===== src/rtl/mdu_iterative.sv =====
// Iterative RV64M multiply/divide unit: shift-add multiply and restoring divide,
// one bit per cycle, with valid/ready handshakes on both sides.
module mdu_iterative #(
    parameter  int XLEN  = 64,
    localparam int CNT_W = $clog2(XLEN) + 1
) (
    input  logic            clk,
    input  logic            rst_n,
    input  logic            flush,
    input  logic            in_valid,
    output logic            in_ready,
    input  logic [2:0]      mdu_ctrl,
    input  logic [XLEN-1:0] rs1_data,
    input  logic [XLEN-1:0] rs2_data,
    output logic            out_valid,
    input  logic            out_ready,
    output logic [XLEN-1:0] result,
    output logic            zero,
    output logic            busy
);

    localparam logic [2:0] OP_MUL    = 3'b000;
    localparam logic [2:0] OP_MULH   = 3'b001;
    localparam logic [2:0] OP_MULHSU = 3'b010;
    localparam logic [2:0] OP_DIV    = 3'b100;
    localparam logic [2:0] OP_REM    = 3'b110;

    localparam logic [XLEN-1:0] MIN_INT = {1'b1, {(XLEN-1){1'b0}}};

    typedef enum logic [1:0] {S_IDLE, S_CALC, S_DONE} state_t;

    state_t            state_reg, state_next;
    logic [2:0]        op_reg;
    logic [XLEN-1:0]   opnd_reg;
    logic [XLEN-1:0]   acc_hi_reg;
    logic [XLEN-1:0]   acc_lo_reg;
    logic [CNT_W-1:0]  cnt_reg;
    logic              neg_q_reg;
    logic              neg_r_reg;
    logic              special_reg;
    logic [XLEN-1:0]   result_reg;
    logic              zero_reg;

    // Operand decode at the handshake
    logic            is_div_in, a_signed_in, b_signed_in, a_neg_in, b_neg_in;
    logic [XLEN-1:0] a_mag_in, b_mag_in, special_val_in;
    logic            div_zero_in, ovf_in, special_in;

    always_comb begin
        is_div_in      = mdu_ctrl[2];
        a_signed_in    = (mdu_ctrl == OP_MULH) || (mdu_ctrl == OP_MULHSU) ||
                         (mdu_ctrl == OP_DIV)  || (mdu_ctrl == OP_REM);
        b_signed_in    = (mdu_ctrl == OP_MULH) || (mdu_ctrl == OP_DIV) || (mdu_ctrl == OP_REM);
        a_neg_in       = a_signed_in && rs1_data[XLEN-1];
        b_neg_in       = b_signed_in && rs2_data[XLEN-1];
        // Negating min-int yields 2^(XLEN-1), which is the correct unsigned magnitude
        a_mag_in       = a_neg_in ? (~rs1_data + 1'b1) : rs1_data;
        b_mag_in       = b_neg_in ? (~rs2_data + 1'b1) : rs2_data;
        div_zero_in    = is_div_in && (rs2_data == '0);
        ovf_in         = is_div_in && !mdu_ctrl[0] && (rs1_data == MIN_INT) && (rs2_data == '1);
        special_in     = div_zero_in || ovf_in;
        special_val_in = '0;
        if (div_zero_in)
            special_val_in = mdu_ctrl[1] ? rs1_data : '1;
        else if (ovf_in)
            special_val_in = mdu_ctrl[1] ? '0 : MIN_INT;
    end

    // One iteration step; acc_hi/acc_lo hold partial product or remainder/quotient
    logic [XLEN:0]   mul_sum, div_shift, div_trial;
    logic            div_ok;
    logic [XLEN-1:0] step_hi, step_lo;

    always_comb begin
        mul_sum   = {1'b0, acc_hi_reg} + (acc_lo_reg[0] ? {1'b0, opnd_reg} : '0);
        div_shift = {acc_hi_reg, acc_lo_reg[XLEN-1]};
        div_trial = div_shift - {1'b0, opnd_reg};
        div_ok    = !div_trial[XLEN];
        if (op_reg[2]) begin
            step_hi = div_ok ? div_trial[XLEN-1:0] : div_shift[XLEN-1:0];
            step_lo = {acc_lo_reg[XLEN-2:0], div_ok};
        end else begin
            step_hi = mul_sum[XLEN:1];
            step_lo = {mul_sum[0], acc_lo_reg[XLEN-1:1]};
        end
    end

    // Sign fix-up and result selection once the iterations are exhausted
    logic [2*XLEN-1:0] prod, prod_fix;
    logic [XLEN-1:0]   quo_fix, rem_fix, final_val;

    always_comb begin
        prod     = {acc_hi_reg, acc_lo_reg};
        prod_fix = neg_q_reg ? (~prod + 1'b1) : prod;
        quo_fix  = neg_q_reg ? (~acc_lo_reg + 1'b1) : acc_lo_reg;
        rem_fix  = neg_r_reg ? (~acc_hi_reg + 1'b1) : acc_hi_reg;
        if (special_reg)
            final_val = acc_lo_reg;
        else if (op_reg[2])
            final_val = op_reg[1] ? rem_fix : quo_fix;
        else if (op_reg == OP_MUL)
            final_val = prod_fix[XLEN-1:0];
        else
            final_val = prod_fix[2*XLEN-1:XLEN];
    end

    always_ff @(posedge clk or negedge rst_n) begin
        if (!rst_n)
            state_reg <= S_IDLE;
        else
            state_reg <= state_next;
    end

    always_comb begin
        state_next = state_reg;
        case (state_reg)
            S_IDLE:  if (in_valid) state_next = S_CALC;
            S_CALC:  if (cnt_reg == '0) state_next = S_DONE;
            S_DONE:  if (out_ready) state_next = S_IDLE;
            default: state_next = S_IDLE;
        endcase
        if (flush)
            state_next = S_IDLE;
    end

    always_comb begin
        in_ready  = (state_reg == S_IDLE);
        out_valid = (state_reg == S_DONE);
        busy      = (state_reg != S_IDLE);
        result    = result_reg;
        zero      = zero_reg;
    end

    // Special results enter CALC with a zero count, so they finish one edge later
    always_ff @(posedge clk or negedge rst_n) begin
        if (!rst_n) begin
            op_reg      <= '0;
            opnd_reg    <= '0;
            acc_hi_reg  <= '0;
            acc_lo_reg  <= '0;
            cnt_reg     <= '0;
            neg_q_reg   <= 1'b0;
            neg_r_reg   <= 1'b0;
            special_reg <= 1'b0;
            result_reg  <= '0;
            zero_reg    <= 1'b0;
        end else if (!flush) begin
            case (state_reg)
                S_IDLE: begin
                    if (in_valid) begin
                        op_reg      <= mdu_ctrl;
                        special_reg <= special_in;
                        neg_q_reg   <= a_neg_in ^ b_neg_in;
                        neg_r_reg   <= a_neg_in;
                        acc_hi_reg  <= '0;
                        if (special_in) begin
                            opnd_reg   <= '0;
                            acc_lo_reg <= special_val_in;
                            cnt_reg    <= '0;
                        end else begin
                            opnd_reg   <= is_div_in ? b_mag_in : a_mag_in;
                            acc_lo_reg <= is_div_in ? a_mag_in : b_mag_in;
                            cnt_reg    <= CNT_W'(XLEN);
                        end
                    end
                end
                S_CALC: begin
                    if (cnt_reg != '0) begin
                        cnt_reg    <= cnt_reg - CNT_W'(1);
                        acc_hi_reg <= step_hi;
                        acc_lo_reg <= step_lo;
                    end else begin
                        result_reg <= final_val;
                        zero_reg   <= (final_val == '0);
                    end
                end
                default: ;
            endcase
        end
    end

endmodule


===== config.mk =====
export PLATFORM = sky130hd
export DESIGN_NAME = mdu_iterative
export DESIGN_NICKNAME = d
export VERILOG_FILES = /design/src/rtl/mdu_iterative.sv
export SDC_FILE = /design/constraint.sdc
export NUM_CORES = 2
export LEC_CHECK = 0
export CAP_MARGIN = 20
export CORE_ASPECT_RATIO = 1.25
export CORE_MARGIN = 4
export CORE_UTILIZATION = 40
export CTS_CLUSTER_DIAMETER = 120
export DETAILED_ROUTE_END_ITERATION = 16
export PLACE_DENSITY = 0.6
export REMOVE_ABC_BUFFERS = 1
export SLEW_MARGIN = 20
export SYNTH_ARGS = -nofsm -noshare
export SYNTH_HDL_FRONTEND = slang
export SYNTH_SLANG_ARGS = --single-unit

===== constraint.sdc =====
create_clock -name clk -period 5.7 [get_ports clk]
set_input_delay 0.57 -clock clk [delete_from_list [all_inputs] [get_ports clk]]
set_output_delay 0.57 -clock clk [all_outputs]
set_load 0.01 [all_outputs]

==> metrics <==
Placed Cells=5614; EDFF count, synth=0; Worst Setup Start Kind=flip-flop; Die Y-Extent=327.4 µm; status=finished clean; Final Hold Vio Count=0; Max clock buf depth=3; combinational power share=69.5%; top cell type's share of synthesized area=about a fifth; Via-to-Cell Ratio=approximately 6.6; post-CTS sizing=0; CP required=6.16 ns; Critical Path AT=5.93 ns; number of max-slew violations in the final report=0; placed wire-length estimate=129.3 mm; synth-to-layout area growth=15.13%; Sum Neg Setup Slack=0 ns; HP Class=input pin to asynchronous set/reset pin; DRT iter0 DRCs=approximately 4100; first-pass GRT wire length=238.5 mm; synth top area cells=dfrtp_1, o21ai_0, xnor2_1, ha_1, a21oi_1; clk sinks=272; Hold Worst Slack=0.03583 ns; cts-stage hold buffer count=0; Post-synth top flop=dfrtp_1; Non-Filler Instances=5677; worst vdd ir=0.2188 mV; most frequent cells after synthesis=nand2_1, nor2_1, o21ai_0; Post-Syn Area=32650 µm²; number of CTS-inserted buffers=35; power per cell area=514.0 nW/µm²; Highest Clock Rate=0.1830 GHz; CTS H-tree depth=2; Yosys warnings=0; switching share of power=55.42%; Mapped Avg Cell Area=7.244 µm²; post-CTS setup buffers=0; post-synthesis cell count=4507; asr flop ratio synth=100.0%; CP max FO=9; root buf cell=clkbuf_16; clock edge transition at the registers on the reported setup and hold paths=0.06 ns; drt drc=0; RSZ-0062 raised after global routing=false; initial antenna violation count=4; clk_lat worst skew=0.57 ns; Synth cell types=90; grt ovf=0; post-layout minimum cycle time=5.463 ns; Port Buf Inserts=203; placer congestion estimate=1.057; Net count, final=4863; Setup CP Type=flip-flop to flip-flop; Final Skew=0.02330 ns; Setup-failing EPs final=0; Fill cells=roughly 8300; number of max-cap violations=0; routed wire length=about 160 mm; fin crit share=between 90% and 100%; # rows=about 120; Die Width=roughly 260 µm; most common cell in the synthesized netlist=nand2_1; Seq cells post-synth=272; sequential fraction of the synthesis area=20.85%; Worst Tran Pin Value=between 1 and 1.5 ns; Pre-antenna DRT Iters=8; core area=80550 µm²; Tot GR Track Use=36.23%; vias in the first global route=around 35000; share of power burned in registers=17.8%; starting density of the core=40.53%; clock power share=about 13%; Crit. End Element=flip-flop; I/O pin count=slightly above 200; Vias=37490; switching pwr=10.71 mW; headroom to the max-slew limit=8.724%; ANT nets after route=0; CTS tree=done; routed len/inst=28.90 µm; Leak=15.56 nW; internal power=8.613 mW; Die Area=86280 µm²; final core occ=46.66%; largest net degree at the start of global routing=126; area leader, netlist=dfrtp_1; share of layout cells above drive strength 1=between 9 and 10%
[cell type report]
type	count	area, µm²	share of cell area, %
Tap cell	1062	1329	3.535
Antenna cell	1	2.502	0.006657
Timing Repair Buffer	425	3767	10.02
Clock buffer	43	947.2	2.520
Sequential cell	272	6813	18.12
Multi-Input combinational cell	3716	23930	63.67
Clock inverter	18	272.8	0.7257
Inverter	140	525.5	1.398
[cell families after synthesis]
group	synth area share [%]
and+or+nand+nor	23.35
buffers and inverters	6.048
muxes	5.779
DFF	20.85
xor gates and xnor gates	8.772
adders and majority gates	5.296
AOI/OAI and AO/OA	29.90
[through the flow]
step                worst slack (ns)  instance area, µm²  total power [mW]
global route                  0.1622               37590             20.18
global placement              0.4002               36340             16.29
detailed placement            0.4355               36350             16.28
floorplan                     -1.951               31200             10.73
CTS                           0.5659               37570             18.77
finish                        0.2365               37590             19.32
[final timing paths]
path                       slack (ns)        endpoint  depth (start not counted)      startpoint
min                              0.04   acc_lo_reg[8]                          1           rst_n
min reg2reg                      0.47      result[50]                          1      result[50]
max in group asynchronous        4.37  acc_hi_reg[54]                          2           rst_n
max reg2reg                      0.24            zero                         12  acc_lo_reg[29]
max                              0.24            zero                         12  acc_lo_reg[29]
min in group clk                 0.47      result[50]                          1      result[50]
[metal layers]
layer / vias to the layer above / routed length [µm] / global-route usage (%)
li1: 16870 / - / -
met1: 17890 / 65320 / 47.35
met2: 2190 / 71750 / 56.48
met3: 538 / 14990 / 5.957
met4: 4 / 11960 / 21.26
met5: - / 28 / 0
[critical path, cell delays in order (launching register included)]
cell      delay [ns]
dfrtp_1         0.52
nor3_1          1.02
nand4_1         0.40
or4_1           0.69
or3_1           0.63
o31ai_1         0.37
xnor2_1         0.13
a211oi_1        0.66
nand4_1         0.16
nor4_1          0.33
buf_4           0.18
nand4_1         0.09
o31ai_1         0.19
[power groups by stage]
stage | combinational [mW] | sequential, mW | clock [mW]
3_3_place_gp | 12.9 | 3.41 | 0
5_1_grt | 14.1 | 3.49 | 2.55
3_5_place_dp | 12.9 | 3.42 | 0
4_1_cts | 12.9 | 3.39 | 2.49
2_1_floorplan | 7.28 | 3.45 | 0
6_report | 13.4 | 3.44 | 2.46
[cells in the final DEF, fill, tap and decap left out, drive strengths merged, types with 43 or more instances in the layout]
cell and instances:
a31oi 79, nor4 84, nor3 125, xor2 128
o21ai 414, or4 47, clkbuf 43, o31ai 75
nand2 443, nand3 85, xnor2 199, mux2i 112
a21o 91, nand2b 44, ha 135, buf 224
dfrtp 272, inv 140, nand4 89, nor2 419
a21oi 333, or3 63, clkdlybuf4s50 201, o211ai 103
mux2 68
(Power assumes the default switching activity.)
